**config.mk**
```make
export PLATFORM = sky130hd
export DESIGN_NAME = genius_seq_player
export DESIGN_NICKNAME = d
export VERILOG_FILES = /design/src/rtl/genius_seq_player_pkg.sv /design/src/rtl/genius_lfsr8.sv /design/src/rtl/genius_seq_player.sv
export SDC_FILE = /design/constraint.sdc
export NUM_CORES = 1
export LEC_CHECK = 0
export ABC_AREA = 1
export CAP_MARGIN = 25
export CORE_UTILIZATION = 54
export CTS_CLUSTER_SIZE = 30
export DETAILED_ROUTE_END_ITERATION = 8
export HOLD_SLACK_MARGIN = 0.12
export PLACE_DENSITY = 0.76
export SLEW_MARGIN = 20
export SYNTH_ARGS = -nofsm -noshare
export SYNTH_HDL_FRONTEND = slang
export SYNTH_SLANG_ARGS = --single-unit
export TNS_END_PERCENT = 100
```
**constraint.sdc**
```tcl
create_clock -name CLOCK -period 1.9 [get_ports CLOCK]
set_input_delay 0.285 -clock CLOCK [delete_from_list [all_inputs] [get_ports CLOCK]]
set_output_delay 0.285 -clock CLOCK [all_outputs]
set_load 0.01 [all_outputs]
```
**src/rtl/genius_seq_player_pkg.sv**
```systemverilog
// -----------------------------------------------------------------------------
// genius_seq_player_pkg
//   Shared definitions for the Genius sequence stages: FSM state encodings,
//   colour indices, the LFSR seed and the LFSR next-state function.
// -----------------------------------------------------------------------------
package genius_seq_player_pkg;

  // FSM state encodings
  localparam logic [1:0] ST_IDLE = 2'd0;
  localparam logic [1:0] ST_SHOW = 2'd1;
  localparam logic [1:0] ST_GAP  = 2'd2;
  localparam logic [1:0] ST_FIN  = 2'd3;

  // Colour indices, matching the input order of the LED pattern mux
  localparam logic [1:0] COL_GREEN  = 2'd0;
  localparam logic [1:0] COL_RED    = 2'd1;
  localparam logic [1:0] COL_BLUE   = 2'd2;
  localparam logic [1:0] COL_YELLOW = 2'd3;

  localparam logic [7:0] LFSR_SEED = 8'hA5;

  // 8-bit Fibonacci LFSR, taps 8,6,5,4 (bits 7,5,4,3), shifting left.
  function automatic logic [7:0] lfsr8_next(input logic [7:0] s);
    return {s[6:0], s[7] ^ s[5] ^ s[4] ^ s[3]};
  endfunction

  function automatic int max2(input int a, input int b);
    return (a > b) ? a : b;
  endfunction

endpackage

```
**src/rtl/genius_lfsr8.sv**
```systemverilog
// -----------------------------------------------------------------------------
// genius_lfsr8
//   Free-running 8-bit pseudo-random source shared by the game stages.
//   Ports:
//     CLOCK  in   clock, rising edge
//     RESET  in   synchronous active-high reset, loads LFSR_SEED
//     q      out  current LFSR state
// -----------------------------------------------------------------------------
module genius_lfsr8
  import genius_seq_player_pkg::*;
(
  input  logic       CLOCK,
  input  logic       RESET,
  output logic [7:0] q
);

  logic [7:0] lfsr_q;
  logic [7:0] lfsr_d;

  assign lfsr_d = lfsr8_next(lfsr_q);

  always_ff @(posedge CLOCK) begin
    if (RESET) begin
      lfsr_q <= LFSR_SEED;
    end else begin
      lfsr_q <= lfsr_d;
    end
  end

  assign q = lfsr_q;

endmodule

```
**src/rtl/genius_seq_player.sv**
```systemverilog
// -----------------------------------------------------------------------------
// genius_seq_player
//   Stores a sequence of random 2-bit colours and replays it with fixed lamp
//   on/off timing, driving the select of the downstream LED pattern mux.
//   Ports:
//     CLOCK   in   clock, rising edge
//     RESET   in   synchronous active-high reset (clears sequence, aborts play)
//     ADD     in   pulse: append one random colour (IDLE only, ignored if FULL)
//     START   in   pulse: replay entries 0..LEN-1 (IDLE only, wins over ADD)
//     SEL     out  colour shown, 0 when dark
//     LED_EN  out  lamp enable
//     BUSY    out  high while showing or in a gap
//     DONE    out  one-cycle pulse at the end of a playback
//     FULL    out  LEN == MAX_LEN
//     LEN     out  number of stored entries
//   All outputs are registered from the current state, so they trail the state
//   register by one cycle: START sampled at edge t gives LED_EN from edge t+1.
// -----------------------------------------------------------------------------
module genius_seq_player
  import genius_seq_player_pkg::*;
#(
  parameter int MAX_LEN   = 16,
  parameter int ON_TICKS  = 4,
  parameter int OFF_TICKS = 2
) (
  input  logic                         CLOCK,
  input  logic                         RESET,
  input  logic                         ADD,
  input  logic                         START,
  output logic [1:0]                   SEL,
  output logic                         LED_EN,
  output logic                         BUSY,
  output logic                         DONE,
  output logic                         FULL,
  output logic [$clog2(MAX_LEN+1)-1:0] LEN
);

  localparam int LEN_W = $clog2(MAX_LEN + 1);
  localparam int IDX_W = (MAX_LEN > 1) ? $clog2(MAX_LEN) : 1;
  localparam int TMR_W = $clog2(max2(ON_TICKS, OFF_TICKS) + 1);

  localparam logic [TMR_W-1:0] ON_LAST  = TMR_W'(ON_TICKS - 1);
  localparam logic [TMR_W-1:0] OFF_LAST = TMR_W'(OFF_TICKS - 1);
  localparam logic [LEN_W-1:0] LEN_MAX  = LEN_W'(MAX_LEN);

  logic [7:0]       lfsr_w;
  logic             unused_lfsr_hi;

  logic [1:0]       state_q, state_d;
  logic [TMR_W-1:0] timer_q, timer_d;
  logic [IDX_W-1:0] idx_q,   idx_d;
  logic [LEN_W-1:0] len_q,   len_d;
  logic [1:0]       mem_q [MAX_LEN];
  logic             wr_en;
  logic             full;
  logic             last_entry;

  logic [1:0]       sel_q,  sel_d;
  logic             led_q,  led_d;
  logic             busy_q, busy_d;
  logic             done_q, done_d;

  genius_lfsr8 u_lfsr (
    .CLOCK (CLOCK),
    .RESET (RESET),
    .q     (lfsr_w)
  );

  // Only the two low bits form a colour; the rest feed the LFSR itself.
  assign unused_lfsr_hi = ^lfsr_w[7:2];

  assign full = (len_q == LEN_MAX);

  // Only consulted in GAP, which is reachable only with len_q >= 1.
  assign last_entry = (LEN_W'(idx_q) == (len_q - 1'b1));

  always_comb begin
    state_d = state_q;
    timer_d = timer_q;
    idx_d   = idx_q;
    len_d   = len_q;
    wr_en   = 1'b0;
    case (state_q)
      ST_IDLE: begin
        if (START) begin
          timer_d = '0;
          idx_d   = '0;
          state_d = (len_q != '0) ? ST_SHOW : ST_FIN;
        end else if (ADD && !full) begin
          wr_en = 1'b1;
          len_d = len_q + 1'b1;
        end
      end
      ST_SHOW: begin
        if (timer_q == ON_LAST) begin
          timer_d = '0;
          state_d = ST_GAP;
        end else begin
          timer_d = timer_q + 1'b1;
        end
      end
      ST_GAP: begin
        if (timer_q == OFF_LAST) begin
          timer_d = '0;
          if (last_entry) begin
            state_d = ST_FIN;
          end else begin
            idx_d   = idx_q + 1'b1;
            state_d = ST_SHOW;
          end
        end else begin
          timer_d = timer_q + 1'b1;
        end
      end
      ST_FIN: begin
        timer_d = '0;
        state_d = ST_IDLE;
      end
      default: begin
        timer_d = '0;
        state_d = ST_IDLE;
      end
    endcase
  end

  always_comb begin
    sel_d  = (state_q == ST_SHOW) ? mem_q[idx_q] : 2'd0;
    led_d  = (state_q == ST_SHOW);
    busy_d = (state_q == ST_SHOW) || (state_q == ST_GAP);
    done_d = (state_q == ST_FIN);
  end

  always_ff @(posedge CLOCK) begin
    if (RESET) begin
      state_q <= ST_IDLE;
      timer_q <= '0;
      idx_q   <= '0;
      len_q   <= '0;
      sel_q   <= '0;
      led_q   <= 1'b0;
      busy_q  <= 1'b0;
      done_q  <= 1'b0;
      for (int i = 0; i < MAX_LEN; i++) begin
        mem_q[i] <= '0;
      end
    end else begin
      state_q <= state_d;
      timer_q <= timer_d;
      idx_q   <= idx_d;
      len_q   <= len_d;
      sel_q   <= sel_d;
      led_q   <= led_d;
      busy_q  <= busy_d;
      done_q  <= done_d;
      // Colour is the LFSR value present in the cycle ADD is seen.
      if (wr_en) begin
        mem_q[len_q[IDX_W-1:0]] <= lfsr_w[1:0];
      end
    end
  end

  assign SEL    = sel_q;
  assign LED_EN = led_q;
  assign BUSY   = busy_q;
  assign DONE   = done_q;
  assign FULL   = full;
  assign LEN    = len_q;

endmodule

```
-- Word level (Yosys, flattened, before mapping)
Memories as Yosys holds them, arrays and structs flattened. A register that Yosys moved wholly into a read port is not among the register bits.
Cells that the tools add are included.
- output and inout port bits: 11
- bits in latches: 0
- bits of input ports: 4
- memories kept: 1
- RAM bits: 32
- word-level logic and storage cells: 65
- bits in read-only memories: 0
- register bits: 25
- memory list (memory ; depth ; width ; read ports ; clocked after Yosys merged registers in ; write ports ; line ; text):
    mem_q ; 16 ; 2 ; 1 ; 1 ; 16 ; genius_seq_player.sv:53 ; logic [1:0] mem_q [MAX_LEN];
- $add $sub $neg: 4
- muxes and demuxes: 25
- bitwise operators: 5
- shift operators: 0
- equality and inequality tests: 11
- divide/modulo/power cells: 0
- multipliers: 0
- reduce and logical (&&, ||, !) cells: 11
- magnitude comparators: 0
- operators by type and width (cell ; number):
    $mux W4 ; 4
    $mux W2 ; 6
    $pmux W3 S4 ; 1
    $mux W1 ; 9
    $mux W3 ; 3
    $pmux W2 S4 ; 1
    $pmux W4 S2 ; 1
    $ne A2 B2 Y1 const B ; 3
    $reduce_and A3 Y1 ; 2
    $add A5 B1 Y5 const B ; 1
    $eq A4 B5 Y1 ; 1
    $eq A5 B5 Y1 const B ; 1
    $reduce_bool A5 Y1 ; 1
    $sub A5 B1 Y5 const B ; 1
    $add A4 B1 Y4 const B ; 1
    $eq A2 B2 Y1 const B ; 2
    $reduce_and A4 Y1 ; 1
    $reduce_or A2 Y1 ; 2
    $add A3 B1 Y3 const B ; 1
    $eq A3 B1 Y1 const B ; 1
    $eq A3 B2 Y1 const B ; 1
    $xor A1 B1 Y1 ; 3
    $eq A2 B1 Y1 const B ; 1
    $logic_not A2 Y1 ; 1
    other kinds (6) ; 7

-- Depth between registers and ports, before layout
- word-level depth: 11
- gate-level depth with buffers: 12

-- Hierarchy
A second synthesis with hierarchy kept.
- cell total of the unflattened synthesis: 377
- area, all modules: 3045.4 um^2
- by module, submodules not included (module ; cells an instance ; sequential area each (um^2) ; area each (um^2) ; times used):
    genius_seq_player ; 333 ; 1341.3 ; 2717.6 ; 1
    genius_lfsr8 ; 44 ; 160.2 ; 327.8 ; 1

-- Least setup slack after synthesis
OpenSTA, ideal clock, no wires.
- path kind: register to register
- start: reg len_q[0] (netlist: LEN[0])
- end: mem mem_q[10][0], enable pin
- arrival time: 1.514 ns
- cell stages (with the launch flop): 10
- setup slack: 0.088 ns
- cell sequence: dfxtp_1 > inv_1 > ha_1 > nand3_2 > nand2_2 > inv_4 > nand2_8 > nor2_8 > nand2_2 > nand2_1
- RTL lines (what ; line ; text):
    start: declaration ; genius_seq_player.sv:52 ; logic [LEN_W-1:0] len_q, len_d;
    start signal: assignment ; genius_seq_player.sv:150 ; len_q <= len_d;
    end: declaration ; genius_seq_player.sv:53 ;

-- Final worst setup path
- start: reg len_q[3] (netlist: LEN[3])
- end: out LEN[3]
- RTL lines (what ; line ; text):
    end: declaration ; genius_seq_player.sv:35 ; output logic [$clog2(MAX_LEN+1)-1:0] LEN
No word-level cell between the ends.

==> flow_summary.ini <==
[logic_synthesis]
ys_ff_latch = 59
yosysSeqAreaShare_pct = 48.60
synth.top_cell.area_share_pct = 31.11
synth-simple-area-share_pct = 29.32
syn-cell-area_um2 = 3089
synth_top_area_cell = edfxtp_1
yosysUniqueCellTypes = 33
synth_edf_count = 32
yosys_warnings = 0
synth_compound_area_share_pct = 9.032
syn_nets = 388
synth_xor_area_share_pct = 1.134
synth.area.top_cells = edfxtp_1 31%, dfxtp_1 17%, nor2_1 10%
synth_ff_type = edfxtp_1
synthMuxAreaShare_pct = 0
synthArstFlopShare_pct = 0
synth_area_per_cell_um2 = 8.349
synth_top_family_by_area = simple AND/OR/NAND/NOR gates
synth-adder-area-share_pct = 5.670
synth_cells = 370

[grt]
antenna_found_initial = 0
track_usage_pct = 25.30
overflow = 0
grt_pass1_vias = 2583
grt_max_degree = 21
grt_pass1_wl_um = 11540

[cts]
clk_path_buf_depth = 2
cts_max_level = 3
root_buffer = clkbuf_8
clkSlewWorstSetupHoldPaths_ns = 0.07
tritoncts = built
numCtsBuffers = 9
cts_sinks = 59
clock_latency_ns = 0.33

[worst_setup_path]
ff2ff_path_depth = 12
critPathBufInv = 1
cp.arrival_ns = 1.50
cp-end-kind = output pin
crit_path_start_kind = flip-flop
r2r_end = mem_q[14][1]
r2r_setup_slack_ns = 0.14
crit_fanout = 6
crit_family = buffers and inverters
r2r_start = state_q[1]
crit_slowest_cell = clkdlybuf4s50_1
slowest_delay_ns = 0.61
critPathRequiredTime_ns = 1.62
crit_chain = clkdlybuf4s50_1
critPathKind = flip-flop to output pin

[drt]
drt_wl_total_um = 6916
routed_via_density = 5.342
num_vias = 2548
ant_nets = 0
drt-pass1-iter-count = 4
drt-initial-drc-count = 184
drc_errors = 0
wl_per_cell_um = 14.50

[pwr]
p_int_uw = 2786
power.clock.fraction_pct = 33.2
p_sw_share_pct = 32.37
p_leak_uw = 0.001604
comb_power_share_pct = 29.8
ir_worst_vdd_uv = 777.4
seqPwrFrac_pct = 37.0
p_sw_uw = 1333
power.total_uw = 4119
power_density_nw_per_um2 = 1124

[sta]
finalSetupViolations = 0
maxSlewViolCount = 0
min_period_ns = 1.785
fmax_mhz = 560.1
tightest_slew_ns = 0.5450
fin_tns_setup_ns = 0
skew_ns = 0.007023
rsz0062_at_grt = false
slew_headroom_pct = 63.45
fin_crit_sh_pct = 93.97
finalHoldViolCount = 0
hold_slack_ns = 0.4068

[floorplan]
rows = 27
coreArea_um2 = 5507
die-width_um = 77.64
io_pins = 15
start_util_pct = 56.10
dieArea_um2 = 6027
dieHeight_um = 77.64

[job]
maxCapViolCount = 0

[finish]
fin_area_um2 = 3666
drive_above_1_share_pct = 19.01
diodes = 0
post-route-util_pct = 66.58
final_common_cell = nor2_1
area_delta_synth_final_pct = 18.67
fin_nets = 418
final_cell_mix = 82 x nor2_1, 60 x nand2_1, 32 x edfxtp_1, 26 x inv_1, 25 x dfxtp_1

[worst_hold_path]
whs_endpoint = u_lfsr.q[3]
hp-class = flip-flop to flip-flop
hp-start = u_lfsr.q[2]
whs_path_depth = 2

[placed_design]
place_area_um2 = 3388
portBuffers = 14
dp_hpwl_um = 4892
globalplace.congestion = 0.8189

[outcome]
run_status = finished, final reports clean
==> sequential cells by signal (all words and copies together) (netlist names) <==
signal and flops:
BUSY 1, DONE 1, LED_EN 1, LEN 5
SEL 2, idx_q 4, mem_q 32, state_q 2
timer_q 3, u_lfsr.q 8
==> worst max path at each step <==
| stage | startpoint | end | slack, ns | depth (start not counted) |
|---|---|---|---|---|
| finish | LEN[3] | LEN[3] | 0.11 | 1 |
| global route | state_q[1] | mem_q[2][1] | 0.04 | 12 |
| CTS | LEN[2] | LEN[2] | 0.03 | 1 |
| detailed placement | START | mem_q[4][1] | 0.002 | 10 |
| global placement | START | mem_q[9][0] | 0.04 | 10 |
| floorplan | LEN[0] | mem_q[10][0] | 0.09 | 9 |
==> through the flow <==
| stage | std cells | setup slack (ns) |
|---|---|---|
| final | 477 | 0.1146 |
| after global routing | 477 | 0.03968 |
| after CTS | 477 | 0.02745 |
| after detailed placement | 460 | 0.001803 |
| after global placement | 460 | 0.04451 |
| after floorplan | 370 | 0.08788 |
==> repair_timing <==
item | CTS | global route
setup endpoints to repair | 1 | 35
hold buffers | 0 | 0
pin swaps | 1 | 1
endpoints found under the hold margin | 0 | 0
gates resized for setup | 4 | 14
setup buffers | 1 | 0
==> power groups by stage <==
stage	registers [uW]	clock network, uW	logic, uW
2_1_floorplan	1560	0	782
3_3_place_gp	1540	0	1140
3_5_place_dp	1550	0	1180
4_1_cts	1520	1380	1190
5_1_grt	1540	1430	1380
6_report	1520	1370	1230
==> cell usage after synthesis, types with 2 or more instances <==
cell / number
ha_1: 14
xor2_1: 2
nor2_1: 82
o211ai_1: 8
nand3_1: 18
edfxtp_1: 32
clkinv_1: 2
a21oi_1: 12
nor2_8: 4
clkbuf_1: 6
nand2_1: 67
inv_2: 4
nand4_1: 2
nor2_2: 2
o21ai_0: 22
dfxtp_1: 27
buf_2: 5
nand2_2: 14
inv_1: 30
nor3_1: 2
or2_2: 2
xnor2_1: 2
==> kinds of logic (layout without fill, tap and decap cells) <==
family                     Yosys count  after routing
xor gates and xnor gates             4              4
and+or+nand+nor                    196            196
adders and majority gates           14             14
DFF                                 59             59
buffers and inverters               49             84
AOI/OAI and AO/OA                   48             48
==> cell type report <==
class	instances	area (um^2)
well taps	72	90.09
repair buffers	31	266.5
clock inverters	6	103.9
multi-input cells	262	1433
flip-flops and latches	59	1504
inverters	37	141.4
clock buffers	10	127.6
fillers	436	1841
==> metal layers <==
| metal | up-vias | track usage, % | share of wire [%] |
|---|---|---|---|
| met4 | 0 | 13.02 | 2.3 |
| met2 | 90 | 44.25 | 51 |
| met1 | 1184 | 28.83 | 41 |
| met5 | - | 0 | 0 |
| li1 | 1259 | - | - |
| met3 | 15 | 5.529 | 6.6 |
(Power assumes the default switching activity.)
